[config.mk]
export PLATFORM = sky130hd
export DESIGN_NAME = sdram_port_client
export DESIGN_NICKNAME = d
export VERILOG_FILES = /design/src/rtl/sdram_port_pkg.sv /design/src/rtl/sdram_port_client.sv
export SDC_FILE = /design/constraint.sdc
export NUM_CORES = 1
export LEC_CHECK = 0
export ABC_AREA = 1
export BUFFER_PORTS_ARGS = -buffer_cell sky130_fd_sc_hd__clkbuf_2
export CORE_MARGIN = 2
export CORE_UTILIZATION = 50
export CTS_CLUSTER_SIZE = 12
export DETAILED_ROUTE_END_ITERATION = 8
export PLACE_DENSITY_LB_ADDON = 0.2
export SYNTH_ARGS = -nofsm -noshare
export SYNTH_HDL_FRONTEND = slang
export SYNTH_SLANG_ARGS = --single-unit
[constraint.sdc]
create_clock -name clk -period 2.65 [get_ports clk]
set_clock_uncertainty 0.1 [all_clocks]
set_input_delay 0.6625 -clock clk [delete_from_list [all_inputs] [get_ports clk]]
set_output_delay 0.6625 -clock clk [all_outputs]
set_load 0.03 [all_outputs]
[src/rtl/sdram_port_pkg.sv]
// sdram_port_pkg: states and shared constants for the SDRAM bank-port client
package sdram_port_pkg;
  typedef enum logic [2:0] {IDLE, RD_REQ, RD_DATA, WR_REQ, WR_P1, WR_P2, DONE} state_t;
  // Fetch-to-data offset; the controller's data path samples write data this many cycles after fetch
  localparam int P2_DELAY = 2;
  function automatic logic burst_len_ok(input int n);
    return n == 1 || n == 2 || n == 4;
  endfunction
endpackage

[src/rtl/sdram_port_client.sv]
// sdram_port_client: host req/ack bridge onto one bank port of the slot-based SDRAM controller
module sdram_port_client
  import sdram_port_pkg::*;
#(
  parameter int BURST_LEN = 2,
  parameter logic [31:0] BASE_ADDR = 32'h0000_0000,
  parameter int TMO_CYCLES = 1023,
  parameter int TMO_W = 10
) (
  input  logic        clk,
  input  logic        rst_n,
  input  logic        host_req,
  input  logic        host_we,
  input  logic [29:0] host_addr,
  input  logic [31:0] host_wdata,
  input  logic [3:0]  host_be,
  output logic        host_ack,
  output logic        host_err,
  output logic [31:0] host_rd_data,
  output logic        host_rd_valid,
  output logic        host_rd_last,
  output logic        port_rden,
  output logic        port_wren,
  output logic [31:0] port_addr,
  input  logic        port_valid,
  input  logic        port_fetch,
  output logic [3:0]  port_wr_bena,
  output logic [31:0] port_wr_data,
  input  logic [31:0] ram_rd_data
);
  state_t state, next_state;
  logic [TMO_W-1:0] tmo;
  logic [2:0] beat;
  logic [3:0] be;
  logic err;
  logic accept, capture, expire, last_beat, tmo_hit;
  if (!burst_len_ok(BURST_LEN) || P2_DELAY != 2) begin : g_bad_cfg
    $error("sdram_port_client: unsupported BURST_LEN or P2_DELAY");
  end
  assign last_beat = beat == 3'(BURST_LEN - 1);
  assign tmo_hit = tmo == TMO_W'(TMO_CYCLES - 1);
  assign port_rden = state == RD_REQ;
  assign port_wren = state == WR_REQ;
  assign port_wr_bena = state == WR_P2 ? be : 4'b0000;
  assign host_ack = state == DONE || err;
  assign host_err = err;
  // A timeout acks from IDLE, so the still-held request is not re-accepted until the ack cycle is over
  always_comb begin
    next_state = state;
    accept = 1'b0;
    capture = 1'b0;
    expire = 1'b0;
    case (state)
      IDLE: begin
        accept = host_req && !err;
        next_state = accept ? (host_we ? WR_REQ : RD_REQ) : IDLE;
      end
      RD_REQ, RD_DATA: begin
        capture = port_valid;
        expire = state == RD_REQ && !port_valid && tmo_hit;
        next_state = capture ? (last_beat ? DONE : RD_DATA) : expire ? IDLE : state;
      end
      WR_REQ: begin
        expire = !port_fetch && tmo_hit;
        next_state = port_fetch ? WR_P1 : expire ? IDLE : WR_REQ;
      end
      WR_P1: next_state = WR_P2;
      WR_P2: next_state = DONE;
      default: next_state = IDLE;
    endcase
  end
  always_ff @(posedge clk) begin
    if (!rst_n) begin
      state <= IDLE;
      tmo <= '0;
      beat <= '0;
      be <= '0;
      err <= 1'b0;
      port_addr <= '0;
      port_wr_data <= '0;
      host_rd_data <= '0;
      host_rd_valid <= 1'b0;
      host_rd_last <= 1'b0;
    end else begin
      state <= next_state;
      tmo <= (state == next_state && (state == RD_REQ || state == WR_REQ)) ? tmo + 1'b1 : '0;
      beat <= accept ? '0 : beat + 3'(capture);
      err <= expire;
      host_rd_valid <= capture;
      host_rd_last <= capture && last_beat;
      if (capture) host_rd_data <= ram_rd_data;
      if (accept) begin
        port_addr <= {host_addr, 2'b00} + BASE_ADDR;
        port_wr_data <= host_wdata;
        be <= host_be;
      end
    end
  end
endmodule
==> results of run 1 <==
worst min-delay path: cells and delay by family:
| family | cells | cell delay, ps |
|---|---|---|
| AO/OA/AOI/OAI | 1 | 60 |
| buffers and inverters | 1 | 80 |
| AND/OR/NAND/NOR | 1 | 70 |
logic make-up after synthesis:
group	count (synthesis)
compound gates	112
xor+xnor	3
other cells	1
fa+ha+maj	4
buf+inv	55
simple gates	259
flops	117
how the worst max path moves through the flow:
stage	end	slack, ps	cells past startpoint
after floorplan	port_wr_bena[0]	750	4
after global placement	be[2]	620	7
after detailed placement	port_addr[18]	580	7
after CTS	port_wr_bena[1]	160	5
after global routing	port_wr_bena[2]	50	5
final	port_wr_bena[1]	170	5
through the flow:
stage          util (%)  worst slack [ps]
6_report           69.6               169
5_1_grt            69.6              47.7
4_1_cts            69.6               156
3_5_place_dp       62.3               579
3_3_place_gp       62.3               621
2_1_floorplan         -               753
synthesized netlist by cell type, drive strengths merged:
| cell | count | area, sq um |
|---|---|---|
| a21oi | 10 | 53.8 |
| a31o | 1 | 8.76 |
| buf | 17 | 191 |
| clkbuf | 15 | 62.6 |
| conb | 1 | 3.75 |
| dfxtp | 117 | 2340 |
| ha | 4 | 50.1 |
| inv | 23 | 96.4 |
| nand2 | 26 | 108 |
| nand3 | 9 | 70.1 |
| nand3b | 1 | 7.51 |
| nor2 | 217 | 835 |
| nor3 | 4 | 25.0 |
| nor3b | 1 | 7.51 |
| o21ai | 100 | 500 |
| o21bai | 1 | 7.51 |
| or2 | 1 | 6.26 |
| xnor2 | 2 | 17.5 |
| xor2 | 1 | 8.76 |
flip-flops by register name, summed over array words and instances, names as in the netlist:
signal         flops
be                 4
beat               3
host_err           1
host_rd_data      32
host_rd_last       1
host_rd_valid      1
port_addr         30
port_wr_data      32
state              3
tmo               10
routing by layer:
layer  wire (um)  GRT usage (%)
met5           0              0
met4         214           8.76
met3         610           6.37
met2        5490           39.9
met1        4660           28.0
report_power, final:
part | switching (mW) | leakage [nW] | internal (mW)
clock network | 0.811 | 0.298 | 1.56
registers | 0.132 | 0.963 | 2.00
logic | 0.946 | 1.61 | 0.396
total | 1.89 | 2.88 | 3.96
area by class of cell:
class,instances,area [sq um]
tap,108,135
multi-input combinational,380,1710
fill,695,2630
timing repair buffer,213,1090
clock buffer,18,428
clock inverter,14,200
sequential,117,2340
inverter,23,96.3
==> results.md, run 1 <==
* Post_cts resized at 0
* Worst EP required at 1890 ps
* Layout cells sized above 1 at 34.1%
* Leak pwr at 2.88 nW
* Synth Area in XOR/XNOR at 0.597%
* Yosys cell types at 34
* Post-Route Setup TNS at 0 ps
* Hold EP: host_rd_data[18]
* Core area at 8640 sq um
* DR vias at 4,164
* GRT Overall Usage at between 20% and 30%
* CP most frequent cell: nor2_1
* Root buffer cell: clkbuf_8
* Largest net degree at the start of global routing at 62
* Cells along the critical path: inv_2 > nor2_1 > nand2_1 > nor2_1 > clkbuf_2
* Initial antenna violation count at 0
* Design Area, Final at about 6000 sq um
* Clk Latency, worst-skew pair at 500 ps
* Starting Density at 51.0%
* Non-Filler Instances at 873
* Cell Rows at 34
* WHS Path Cells at 3
* Synth Area per Inst at 7.99 sq um
* Nets at between 800 and 900
* Syn Inst Count at 551
* Most frequent cells in the layout: nor2_1, clkbuf_2, dfxtp_1
* Final wirelength at 11,000 um
* Height of the die at 97.8 um
* Die Area at 9570 sq um
* Multiplexer area fraction after synthesis at 0%
* RSZ-0062 raised after global routing: false
* Ys Warns at 0
* Worst reg2reg path startpoint: state[1]
* Number of diodes at 0
* Sequential area share after synthesis at 53.2%
* Final Slew Violations at 0
* Adder-cell share of the synthesized area at 1.14%
* Final Total Pwr at 5.84 mW
* Simple-gate area share of the yosys netlist at around a quarter
* Hold-fix buffers at CTS at 0
* Vias in the first global route at 3,938
* Largest family of logic cells by synthesized area: simple AND/OR/NAND/NOR gates
* DRC Markers at 0
* Hold Startpoint: ram_rd_data[18]
* DPL Wire Length at 7760 um
* Reg2Reg Depth at 5
* Final hold violation count at 0
* Minimum clock period at 2480 ps
* Routed WL per cell at 12.6 um
* Critical Path Source Type: flip-flop
* Final Cycle Share at between 90% and 100%
* Compound-Gate Fraction of Synth Area at around an eighth
* DR vias/cell at 4.77
* Post-CTS Setup Repair Bufs at 0
* Critical Path Sink Type: output port
* Reg2reg end: port_addr[3]
* Drt pass-1 iters at 4
* Max-cap viol count at 0
* CP arrival at ~1700 ps
* CTS buffer count at 17
* Post-synthesis register bit count at ~120
* First-pass GRT wire length at approximately 18,000 um
* WHS at approximately 310 ps
* Final setup fails at 0
* Iteration-0 DRC count of the detailed router at ~140
* Peak VDD IR at around 0.50 mV
* Crit-path slowest cell: dfxtp_1
* Area growth from synthesis to layout at 36.5%
* Crit-path leading delay family: flip-flops
* Crit-path max cell delay at 450 ps
* Synth Cell Area at about 4400 sq um
* FMAX at 403 MHz
* Crit. Startpoint: state[2]
* Clk slew on worst S/H paths at 60 ps
* Antenna-violating nets left at 0
* Crit Path Max Fanout at 5
* Gr ovfl total at 0
* Die Span X at 97.8 um
* Global placer's final weighted congestion at a little over 0.8
* Hold Path Class: in -> reg
* Clock sinks at 117
* PwrDens at about 1000 nW/um^2
* Clk buf depth at 2
* Most common library cell in the layout ignoring fill and taps: nor2_1
* Outcome: completed
* Placed inst area at approximately 5400 sq um
* R2R setup slack at 860 ps
* H-Tree Depth at 4
* IO Pins at 210
* I/O Buffers at 207
* WP buf/inv at 2
* CP Class: reg -> out
* CTS tree: done
* Placed insts at 841
No activity file was read; power rests on OpenSTA's default activity.
==> run 2, diff against run 1 <==
==> constraint.sdc (replaced) <==
create_clock -name clk -period 2.65 [get_ports clk]
set_clock_uncertainty 0.1 [all_clocks]
set_input_delay 0.53 -clock clk [delete_from_list [all_inputs] [get_ports clk]]
set_output_delay 0.53 -clock clk [all_outputs]
set_load 0.03 [all_outputs]
==> results.md, run 2 (synthesis results as in run 1) <==
* Design Area, Final at 5910 sq um
* Largest net degree at the start of global routing at 63
* Nets at 858
* DR vias/cell at 4.87
* Final hold violation count at 0
* Final wirelength at around 11,000 um
* Area growth from synthesis to layout at 34.3%
* Worst reg2reg path startpoint: state[1]
* Peak VDD IR at around 0.43 mV
* Hold Startpoint: host_addr[9]
* Reg2Reg Depth at 6
* Non-Filler Instances at 871
* Final Total Pwr at 5.57 mW
* Worst EP required at 2020 ps
* I/O Buffers at 207
* Vias in the first global route at 4,048
* Wire length on met3 at ~650 um
* Flop pwr share at 38.3%
* Leak pwr at ~2.8 nW
* Highest metal used: met4
* Number of diodes at 0
* Worst slew pin tran at 598 ps
* Die Span X at approximately 98 um
* Routed WL per cell at roughly 13 um
* Post-Route Setup TNS at 0 ps
* Clk slew on worst S/H paths at 60 ps
* Hold EP: port_addr[11]
* Core area at 8640 sq um
* Top flop regs: host_rd_data: 32 flops, port_wr_data: 32 flops, port_addr: 30 flops
* Sw Ratio at 34.3%
* Initial antenna violation count at 0
* Placed insts at 839
* Post-CTS Setup Repair Bufs at 0
* IO Pins at 210
* Hold-fix buffers at CTS at 0
* Clock share of power at 37.9%
* DR vias at 4,242
* Final Slew Violations at 0
* Clk Latency, worst-skew pair at 500 ps
* Critical Path Source Type: flip-flop
* Final Cycle Share at 88.3%
* WHS at 170 ps
* R2R setup slack at 900 ps
* Met1 WL at 4580 um
* Iteration-0 DRC count of the detailed router at 66
* CP Class: reg -> out
* DRC Markers at 0
* Reg2reg end: state[1]
* Slew headroom at 60.1%
* Die Area at 9570 sq um
* Cell Rows at 34
* Gate power share at 23.8%
* RSZ-0062 raised after global routing: false
* Minimum clock period at 2340 ps
* Final setup fails at 0
* Clock sinks at approximately 120
* CTS tree: done
* Outcome: completed
* Layout cells sized above 1 at 33.9%
* H-Tree Depth at 4
* Placed inst area at 5350 sq um
* CTS buffer count at 17
* Met2 WL at 5600 um
* GRT Overall Usage at 23.3%
* Root buffer cell: clkbuf_8
* Drt pass-1 iters at 6
* Internal power at 3.66 mW
* Gr ovfl total at 0
* FMAX at between 400 and 500 MHz
* Max-cap viol count at 0
* Global placer's final weighted congestion at 0.830
* Clk buf depth at 2
* Post_cts resized at 0
* NetSw at 1.91 mW
* Starting Density at just over 50%
* Crit Path Max Fanout at 5
* Most frequent cells in the layout: nor2_1, clkbuf_2, dfxtp_1
* WHS Path Cells at 3
* Critical Path Sink Type: output port
* Hold Path Class: in -> reg
* Antenna-violating nets left at 0
* Height of the die at 97.8 um
* Most common library cell in the layout ignoring fill and taps: nor2_1
* First-pass GRT wire length at 18,300 um
* PwrDens at 943 nW/um^2
* CP arrival at between 1500 and 2000 ps
* DPL Wire Length at slightly below 8000 um
[run 2: cell type report]
class                           count  area, sq um
Tap cell                          108          135
Multi-Input combinational cell    380         1710
Clock buffer                       18          428
Sequential cell                   117         2340
Clock inverter                     14          129
Inverter                           23         96.3
Fill cell                         764         2730
Timing Repair Buffer              211         1070
[run 2: critical path, stage by stage, from the launching register on]
cell and delay, ps:
dfxtp_1 450, inv_2 110, nor2_1 150, nand2_1 150, nor2_1 130, clkbuf_2 210
[run 2: worst max path at each step]
stage | slack (ps) | startpoint | endpoint
after floorplan | 890 | state[2] | port_wr_bena[0]
after global routing | 180 | state[2] | port_wr_bena[1]
after CTS | 290 | state[2] | port_wr_bena[0]
after global placement | 660 | host_req | port_addr[21]
final | 310 | state[2] | port_wr_bena[0]
after detailed placement | 630 | host_req | port_wr_data[4]
[run 2: power groups by stage]
stage	registers, mW	clock network (mW)	logic [mW]
6_report	2.13	2.11	1.33
5_1_grt	2.16	2.22	1.46
4_1_cts	2.13	2.14	1.34
3_5_place_dp	2.17	0	1.34
3_3_place_gp	2.16	0	1.32
2_1_floorplan	2.58	0	0.589
[run 2: metrics by stage]
step	utilization [%]	setup WS, ps
2_1_floorplan	-	886
6_report	68.4	310
5_1_grt	68.4	179
4_1_cts	68.4	289
3_5_place_dp	62.0	633
3_3_place_gp	62.0	661
[run 2: metal layers]
layer | global-route usage [%] | vias to the layer above
met5 | 0 | -
met4 | 8.44 | 0
met3 | 7.66 | 26
li1 | - | 2154
met2 | 40.5 | 146
met1 | 26.7 | 1916
==> run 3, diff against run 2 <==
Settings changed: CORE_ASPECT_RATIO set to 2, CORE_MARGIN 2 to unset.
==> results.md, run 3 (synthesis results as in run 1) <==
* Clk slew on worst S/H paths at 50 ps
* CP Class: reg -> out
* Global placer's final weighted congestion at 0.835
* Largest net degree at the start of global routing at 73
* Post-Route Setup TNS at 0 ps
* Antenna-violating nets left at 0
* Minimum clock period at ~2200 ps
* Post-CTS Setup Repair Bufs at 0
* DR vias/cell at 4.95
* Area growth from synthesis to layout at 34.3%
* Post_cts resized at 0
* Starting Density at 51.3%
* Clk Latency, worst-skew pair at 400 ps
* Design Area, Final at 5910 sq um
* Fill count at 747
* Nets at around 860
* Cell Rows at 48
* Leak pwr at 2.84 nW
* Height of the die at approximately 130 um
* CTS buffer count at 17
* RSZ-0062 raised after global routing: false
* Most frequent cells in the layout: nor2_1, clkbuf_2, dfxtp_1
* Slew headroom at just under 60%
* Worst EP required at 2020 ps
* Drt pass-1 iters at 5
* DRC Markers at 0
* FMAX at 452 MHz
* Max-cap viol count at 0
* PwrDens at 943 nW/um^2
* Most common library cell in the layout ignoring fill and taps: nor2_1
* Initial antenna violation count at 0
* Outcome: completed
* CTS tree: done
* Clk buf depth at 2
* Die Area at just over 9000 sq um
* Peak VDD IR at 0.700 mV
* Number of diodes at 0
* Layout cells sized above 1 at 33.1%
* Iteration-0 DRC count of the detailed router at roughly 170
* Hold-fix buffers at CTS at 0
* Final hold violation count at 0
* Final Cycle Share at 83.5%
* Clock sinks at 117
* I/O Buffers at 207
* Hold Path Class: in -> reg
* Root buffer cell: clkbuf_16
* IO Pins at 210
* Final wirelength at 11,100 um
* GRT Overall Usage at 24.7%
* Placed inst area at approximately 5400 sq um
* Core area at roughly 8600 sq um
* Worst slew pin tran at ~620 ps
* H-Tree Depth at 4
* Vias in the first global route at 3,846
* Final Slew Violations at 0
* Crit Path Max Fanout at 5
* Critical Path Sink Type: output port
* Top flop regs: host_rd_data: 32 flops, port_wr_data: 32 flops, port_addr: 30 flops
* Critical Path Source Type: flip-flop
* DPL Wire Length at 8090 um
* Die Span X at 68.3 um
* DR vias at ~4,300
* Final setup fails at 0
* CP arrival at between 1500 and 2000 ps
* Routed WL per cell at 12.9 um
* Gr ovfl total at 0
* First-pass GRT wire length at 17,000 um
run 3: layout make-up:
type                       count  area (sq um)  area share, %
tap                          100           125           2.12
clock inverter                 3          42.5          0.720
sequential                   117          2340           39.6
inverter                      23          96.3           1.63
clock buffer                  27           513           8.68
multi-input combinational    380          1710           29.0
timing repair buffer         211          1080           18.2
run 3: path summary, 6_finish.rpt:
check / startpoint / end / slack, ps / depth (start not counted)
hold / removal: ram_rd_data[6] / host_rd_data[6] / 280 / 3
hold reg to reg: be[3] / be[3] / 360 / 2
setup reg to reg: state[1] / port_addr[6] / 910 / 5
setup / recovery: state[2] / port_wr_bena[3] / 440 / 5
run 3: metal layers:
metal,share of wire (%),track usage (%),up-vias
met1,36,23.8,1931
met4,3.3,12.8,0
met2,54,44.1,155
met5,0,0,-
li1,-,-,2145
met3,6.5,8.02,30
run 3: worst max-delay path: stages (launching register included):
cell and delay [ps]:
dfxtp_1 430, inv_2 110, nor2_1 140, nand2_1 160
nor2_1 140, clkbuf_2 210
run 3: where the power goes:
part	switching, mW	internal [mW]
sequential	0.130	2.00
clock	0.702	1.40
combinational	0.950	0.391
total	1.78	3.79
run 3: metrics by stage:
| stage | utilization (%) | total power, mW | cells | hold slack, ps | worst slack (ps) |
|---|---|---|---|---|---|
| 6_report | 68.8 | 5.58 | 861 | 275 | 437 |
| 4_1_cts | 68.8 | 5.64 | 861 | 260 | 439 |
| 3_5_place_dp | 62.4 | 3.51 | 831 | 349 | 800 |
| 3_3_place_gp | 62.4 | 3.47 | 831 | 342 | 859 |
| 2_1_floorplan | - | 3.17 | 552 | 330 | 886 |
| 5_1_grt | 68.8 | 5.86 | 861 | 269 | 354 |
